**src/rtl/radix4_seq_multiplier.sv**
```systemverilog
// Unsigned sequential multiplier that retires one radix-4 digit (two multiplier
// bits) per clock under a start/busy/done handshake.
module radix4_seq_multiplier #(
   parameter int WIDTH = 8
) (
   input  logic               clk,
   input  logic               rst,
   input  logic               start,
   input  logic [WIDTH-1:0]   a,
   input  logic [WIDTH-1:0]   b,
   output logic               busy,
   output logic               done,
   output logic [2*WIDTH-1:0] p
);

   localparam int STEPS = WIDTH / 2;
   localparam int CNT_W = (STEPS > 1) ? $clog2(STEPS) : 1;
   localparam int PW    = 2 * WIDTH;
   localparam int PPW   = WIDTH + 2;

   if ((WIDTH < 2) || ((WIDTH % 2) != 0)) begin : g_bad_width
      $error("radix4_seq_multiplier: WIDTH must be even and >= 2");
   end

   typedef enum logic [1:0] {
      IDLE = 2'd0,
      RUN  = 2'd1,
      DONE = 2'd2
   } state_t;

   state_t           state_q;
   logic [WIDTH-1:0] a_q;
   logic [WIDTH-1:0] b_sh_q;
   logic [PW-1:0]    acc_q;
   logic [CNT_W-1:0] cnt_q;
   logic             busy_q;
   logic             done_q;
   logic [PW-1:0]    p_q;

   logic [PPW-1:0]   pp_d;
   logic [PW-1:0]    acc_d;
   logic             last_d;

   // Partial product of the multiplicand and one radix-4 digit: 0, a, 2a or 3a.
   function automatic logic [PPW-1:0] digit_pp(input logic [WIDTH-1:0] m, input logic [1:0] d);
      logic [PPW-1:0] m1;
      logic [PPW-1:0] m2;
      m1 = {2'b00, m};
      m2 = {1'b0, m, 1'b0};
      case (d)
         2'd0:    digit_pp = '0;
         2'd1:    digit_pp = m1;
         2'd2:    digit_pp = m2;
         2'd3:    digit_pp = m2 + m1;
         default: digit_pp = '0;
      endcase
   endfunction

   // Next accumulator value: add the current digit's product at weight 4^cnt.
   always_comb begin
      pp_d   = digit_pp(a_q, b_sh_q[1:0]);
      acc_d  = acc_q + (PW'(pp_d) << {cnt_q, 1'b0});
      last_d = (cnt_q == CNT_W'(STEPS - 1));
   end

   // Control FSM together with the datapath registers and registered outputs.
   always_ff @(posedge clk) begin
      if (rst) begin
         state_q <= IDLE;
         a_q     <= '0;
         b_sh_q  <= '0;
         acc_q   <= '0;
         cnt_q   <= '0;
         busy_q  <= 1'b0;
         done_q  <= 1'b0;
         p_q     <= '0;
      end else begin
         case (state_q)
            IDLE: begin
               done_q <= 1'b0;
               if (start) begin
                  a_q     <= a;
                  b_sh_q  <= b;
                  acc_q   <= '0;
                  cnt_q   <= '0;
                  busy_q  <= 1'b1;
                  state_q <= RUN;
               end else begin
                  busy_q  <= 1'b0;
                  state_q <= IDLE;
               end
            end
            RUN: begin
               acc_q  <= acc_d;
               b_sh_q <= b_sh_q >> 2;
               cnt_q  <= cnt_q + CNT_W'(1);
               if (last_d) begin
                  p_q     <= acc_d;
                  busy_q  <= 1'b0;
                  done_q  <= 1'b1;
                  state_q <= DONE;
               end else begin
                  busy_q  <= 1'b1;
                  done_q  <= 1'b0;
                  state_q <= RUN;
               end
            end
            DONE: begin
               done_q <= 1'b0;
               // A start in the done cycle is taken immediately for back-to-back use.
               if (start) begin
                  a_q     <= a;
                  b_sh_q  <= b;
                  acc_q   <= '0;
                  cnt_q   <= '0;
                  busy_q  <= 1'b1;
                  state_q <= RUN;
               end else begin
                  busy_q  <= 1'b0;
                  state_q <= IDLE;
               end
            end
            default: begin
               busy_q  <= 1'b0;
               done_q  <= 1'b0;
               state_q <= IDLE;
            end
         endcase
      end
   end

   assign busy = busy_q;
   assign done = done_q;
   assign p    = p_q;

endmodule
```
**config.mk**
```make
export PLATFORM = sky130hd
export DESIGN_NAME = radix4_seq_multiplier
export DESIGN_NICKNAME = d
export VERILOG_FILES = /design/src/rtl/radix4_seq_multiplier.sv
export SDC_FILE = /design/constraint.sdc
export NUM_CORES = 1
export LEC_CHECK = 0
export ABC_CLOCK_PERIOD_IN_PS = 4600
export CAP_MARGIN = 5
export CORE_ASPECT_RATIO = 1.25
export CORE_MARGIN = 2
export CORE_UTILIZATION = 57
export CTS_CLUSTER_DIAMETER = 150
export DETAILED_ROUTE_END_ITERATION = 10
export MAX_ROUTING_LAYER = met4
export PLACE_DENSITY = 0.8
export SYNTH_ARGS = -nofsm -noshare
export SYNTH_HDL_FRONTEND = slang
export SYNTH_SLANG_ARGS = --single-unit
```
**constraint.sdc**
```tcl
create_clock -name clk -period 4.6 [get_ports clk]
set_input_delay 0.92 -clock clk [delete_from_list [all_inputs] [get_ports clk]]
set_output_delay 0.92 -clock clk [all_outputs]
set_load 0.005 [all_outputs]
```
# Yosys cells after proc, flatten, opt, wreduce, memory -nomap -nowiden
# Cells that the tools add are included.
# word_totals
output_inout_bits	18
input_bits	19
regBits	54
# op_classes
n_bitwise	1
mux	14
shift	1
n_eq_ne	7
n_addsub	3
n_reduce_logical	8
# ops
op	n
10-bit case mux with 4 select lines	1
16-bit case mux with 2 select lines	1
16-bit adder	1
16-bit 2-to-1 mux	1
8-bit case mux with 2 select lines	1
10-bit by 3-bit << shifter with 16-bit output	1
9-bit by 8-bit adder with 10-bit output	1
2-bit == test, second input constant	4
8-bit 2-to-1 mux	1
2-bit case mux with 2 select lines	2
2-bit AND reduction	3
2-bit by 1-bit == test with 1-bit output, second input constant	2
2-bit zero test	2
1-bit 2-to-1 mux	4
2-bit 2-to-1 mux	2
2-bit OR reduction	2
2-bit by 1-bit adder with 2-bit output, second input constant	1
2-bit by 1-bit != test with 1-bit output, second input constant	1
1-bit case mux with 2 select lines	1
2-bit nonzero test	1
1-bit inverter	1

# Depth between registers and ports, before layout
# logic_depth
ltp_word	5
mapped_depth	17
ltp_nobuf	16

# Least setup slack after synthesis
# OpenSTA, ideal clock, no wires.
# synth_path
path_kind	reg-to-reg
startpoint	reg a_q[1]
endpoint	reg p_q[14] (netlist: p[14])
path_slack_ns	1.012
t_arrival_ns	3.526
required_ns	4.538
path_stages_with_launch	17
period_less_slack_ns	3.588
setup_ns	0.062
path_cell_list	dfxtp_1 ha_1 inv_1 fa_1 and2b_1 o31ai_4 a211o_1 a32oi_1 mux2_2 mux2i_1 ha_1 nand4_1 nor2_1 a21oi_2 o31a_1 or4_1 nand3_1
# synth_via
elab_chain_len	4
# synth_rtl
element	line	source
from (decl)	32	logic [WIDTH-1:0] a_q;
from (signal assigned)	70	a_q <= '0;
from (signal assigned)	82	a_q <= a;
from (signal assigned)	112	a_q <= a;
9-bit by 8-bit adder with 10-bit output	54	2'd3: digit_pp = m2 + m1;
10-bit case mux with 4 select lines *	50	case (d)
10-bit by 3-bit << shifter with 16-bit output *	62	acc_d = acc_q + (PW'(pp_d) << {cnt_q, 1'b0});
16-bit adder *	62	
to (signal assigned)	76	p_q <= '0;
to (signal assigned)	98	p_q <= acc_d;
to (decl)	38	logic [PW-1:0] p_q;
# Every way passes the cells marked *; elsewhere a longest branch is shown, timed or not.
# A chain may end at the register's enable or synchronous reset.

# Final worst setup path
# layout_path
startpoint	reg a_q[0]
endpoint	reg p_q[14] (netlist: p[14])
# The elaborated chain is that of the path after synthesis.

==> impl_metrics.csv <==
group,metric,value,unit
global_route,grt_pass1_vias,2953,
timing,timing.final.crit_share,0.8522,
setup_path,cp-start-kind,"flop",
global_route,antenna_found_initial,0,
global_route,grt_start_max_net_pins,48,
setup_path,worst-r2r-setup-slack,0.68,ns
timing,clock_skew,0.008430,ns
clock_tree,hold_buffers,0,
synth,ys.flop_type,"dfxtp_1",
routing,drt_first_iter_violations,207,
clock_tree,h-tree-depth,2,
die,die_x,73.43,µm
synth,synth_seq_area_share,0.3089,
setup_path,cp.arrival,4.17,ns
power_and_ir_drop,ir_drop,0.1571,mV
power_and_ir_drop,p_leak,1.555,nW
routing,wl,7807,µm
finish,finish.instance_area,0.003857,mm²
setup_path,reg2reg_from,"a_q[0]$_SDFFE_PP0P_",
global_route,grt_pass1_wl,13230,µm
power_and_ir_drop,intPower,0.0006553,W
placed_design,place_hpwl,5846,µm
global_route,grt_use_total,0.2496,
die,core_area,0.005818,mm²
timing,slew_headroom,0.4350,
timing,slew_violations,0,
setup_path,end_kind,"flop",
global_route,gr-total-overflow,0,
power_and_ir_drop,power_density,241.7,mW/mm²
power_and_ir_drop,clkPwrFrac,0.284,
timing,fmax,0.2551,GHz
timing,setup_viol,0,
power_and_ir_drop,p_switching,0.0002772,W
timing,fin_ws,0.6800,ns
setup_path,cp_max_fo,5,
timing,final_hold_viol_count,0,
clock_tree,worstSkewPairLatency,0.31,ns
finish,syn2layout_area_growth,12.31,%
routing,ant_nets,0,
routing,viasPerCell,6.048,
timing,tns,0,ns
synth,syn_area,0.003435,mm²
finish,fin_nets,483,
clock_tree,cts_inserted_buffers,5,
routing,firstDrtPassIters,4,
synth,synth_edf_count,0,
routing,drc,0,
synth,avgSynthCellArea,8.197,µm²
min_path,hold_path.class,"reg -> reg",
setup_path,r2r_end,"p[14]$_SDFFE_PP0P_",
clock_tree,post_cts_resized,0,
synth,synth_fp_nets,465,
die,ioPinCount,37,
synth,synth_seq_cells,53,
timing,final.min_clock_period,3.920,ns
power_and_ir_drop,p_sw_frac,0.2973,
die,die_area,0.006666,mm²
synth,syn_inst,419,
finish,insertedDiodeCount,0,
placed_design,gp_congestion,0.9478,
outcome,outcome,"complete, no violations",
min_path,min_from,"p[1]$_SDFFE_PP0P_",
power_and_ir_drop,pwr-share-comb,0.179,
clock_tree,cts_tree,"built",
finish,nFillCells,499,
run,maxCapViolCount,0,
synth,yosysUniqueCellTypes,61,
placed_design,pre_cts_slack,0.7423,ns
min_path,hold_path_depth,2,
routing,num_vias,3048,
die,die_h,90.79,µm
min_path,worst_hold_path.endpoint,"p[1]$_SDFFE_PP0P_",
timing,worst_pin_slew,0.8458,ns
placed_design,io_buffers,36,
die,initial_core_util,0.5903,
timing,rsz0062_at_grt,"false",
synth,ys_warn_count,0,
clock_tree,cts_root_buf,"clkbuf_8",
synth,ys_async_sr_fraction,0,
clock_tree,cts_setup_buffers,0,
routing,wl_per_cell,15.49,µm
clock_tree,path_clk_slew,0.10,ns
finish,drive_gt1_frac,0.05708,
power_and_ir_drop,power,0.0009325,W
placed_design,place_area,0.003771,mm²
finish,layoutNonFillerInstCount,504,
setup_path,ff2ff_path_depth,16,
placed_design,post-place-cells,496,
setup_path,critPathKind,"reg -> reg",
power_and_ir_drop,p_seq_frac,0.537,
die,rows,31,
setup_path,critPathRequiredTime,4.85,ns
clock_tree,clk_path_buf_depth,2,
clock_tree,clock_sinks,53,
-- power groups by stage --
stage / clock network [W] / registers [W] / logic (W)
after floorplan: 0 / 0.000494 / 0.000138
after global placement: 0 / 0.000510 / 0.000163
after detailed placement: 0 / 0.000511 / 0.000167
after CTS: 0.000271 / 0.000501 / 0.000168
after global routing: 0.000284 / 0.000504 / 0.000186
final: 0.000265 / 0.000501 / 0.000167
-- state kept, by name, indices dropped and copies added, names as in the netlist --
name / flops
acc_q: 16
cnt_q: 2
b_sh_q: 8
done: 1
p: 16
state_q: 2
a_q: 8
-- synthesized netlist by cell type, types with 4 or more instances --
cell type	instances	area, µm²
nand3_1	9	45.04
dfxtp_1	53	1061
a21o_1	6	45.04
clkbuf_1	14	52.55
a22o_1	8	70.07
a31oi_1	4	25.02
ha_1	25	312.8
nand4_1	4	25.02
mux2i_1	11	110.1
a22oi_1	14	105.1
nand2_1	48	180.2
a211oi_1	12	90.09
buf_2	10	50.05
nor2b_1	7	43.79
o21ai_1	6	30.03
nand2b_1	5	31.28
nor3_1	4	20.02
xor2_1	7	61.31
o21ai_0	13	65.06
nor2_1	40	150.1
inv_1	11	41.29
a21oi_1	37	185.2
xnor2_1	10	87.58
-- cell usage in the layout, fill, tap and decap left out, types with 4 or more instances in the layout --
master,synthesis,routed
a211oi_1,12,12
a21o_1,6,6
a21oi_1,37,37
a22o_1,8,8
a22oi_1,14,14
a31oi_1,4,4
clkbuf_8,0,5
clkdlybuf4s50_1,0,36
dfxtp_1,53,53
ha_1,25,25
inv_1,11,11
mux2i_1,11,11
nand2_1,48,48
nand2b_1,5,5
nand3_1,9,9
nand4_1,4,4
nor2_1,40,40
nor2b_1,7,7
nor3_1,4,4
o21ai_0,13,13
o21ai_1,6,6
xnor2_1,10,10
xor2_1,7,7
-- per-stage QoR --
stage,hold WS [ns],util
2_1_floorplan,0.4527,-
3_3_place_gp,0.4443,0.6482
3_5_place_dp,0.4490,0.6482
4_1_cts,0.4658,0.6630
5_1_grt,0.4937,0.6630
6_report,0.4677,0.6630
-- routing by layer --
metal  global-route usage  part of all wire  vias to the layer above
met5                    -                 0                        -
met4              0.07121             0.017                        0
met3              0.03125             0.022                       12
met2               0.4137              0.48                       40
met1               0.3151              0.48                     1440
li1                     -                 -                     1556
-- how the worst max path moves through the flow --
stage	slack, ns	to	cells after the start	start
3_3_place_gp	0.85	p[14]$_SDFFE_PP0P_	16	a_q[1]$_SDFFE_PP0P_
2_1_floorplan	1.01	p[14]$_SDFFE_PP0P_	16	a_q[1]$_SDFFE_PP0P_
5_1_grt	0.42	p[14]$_SDFFE_PP0P_	16	a_q[1]$_SDFFE_PP0P_
4_1_cts	0.69	p[14]$_SDFFE_PP0P_	16	a_q[0]$_SDFFE_PP0P_
3_5_place_dp	0.74	p[14]$_SDFFE_PP0P_	16	a_q[0]$_SDFFE_PP0P_
6_report	0.68	p[14]$_SDFFE_PP0P_	16	a_q[0]$_SDFFE_PP0P_
-- area by class of cell --
type | instances | area, µm² | area share
Tap cell | 66 | 82.58 | 0.02141
Multi-Input combinational cell | 328 | 2215 | 0.5741
Inverter | 12 | 45.04 | 0.01168
Timing Repair Buffer | 37 | 367.9 | 0.09536
Clock inverter | 2 | 13.76 | 0.003568
Sequential cell | 53 | 1061 | 0.2751
Clock buffer | 6 | 72.57 | 0.01881
-- worst max-delay path: stages (launching register included) --
cell and delay, ns:
dfxtp_1 0.42, ha_1 0.19, inv_1 0.05, fa_1 0.39, and2b_1 0.27, o31ai_4 0.09, a211o_1 0.30, a32oi_1 0.29
mux2_2 0.22, mux2i_1 0.07, ha_1 0.41, nand4_1 0.12, nor2_1 0.19, a21oi_2 0.09, o31a_1 0.28, or4_1 0.42
nand3_1 0.08
-- kinds of logic after synthesis --
| logic type | count (synthesis) | share of synthesized area |
|---|---|---|
| AO/OA/AOI/OAI | 134 | 0.2740 |
| multiplexers | 13 | 0.03862 |
| buffers and inverters | 38 | 0.04627 |
| AND/OR/NAND/NOR | 137 | 0.1862 |
| XOR/XNOR | 17 | 0.04335 |
| adder cells (fa/ha/maj) | 27 | 0.1027 |
| flip-flops | 53 | 0.3089 |
Note: power is estimated with default switching activity, not from simulation.
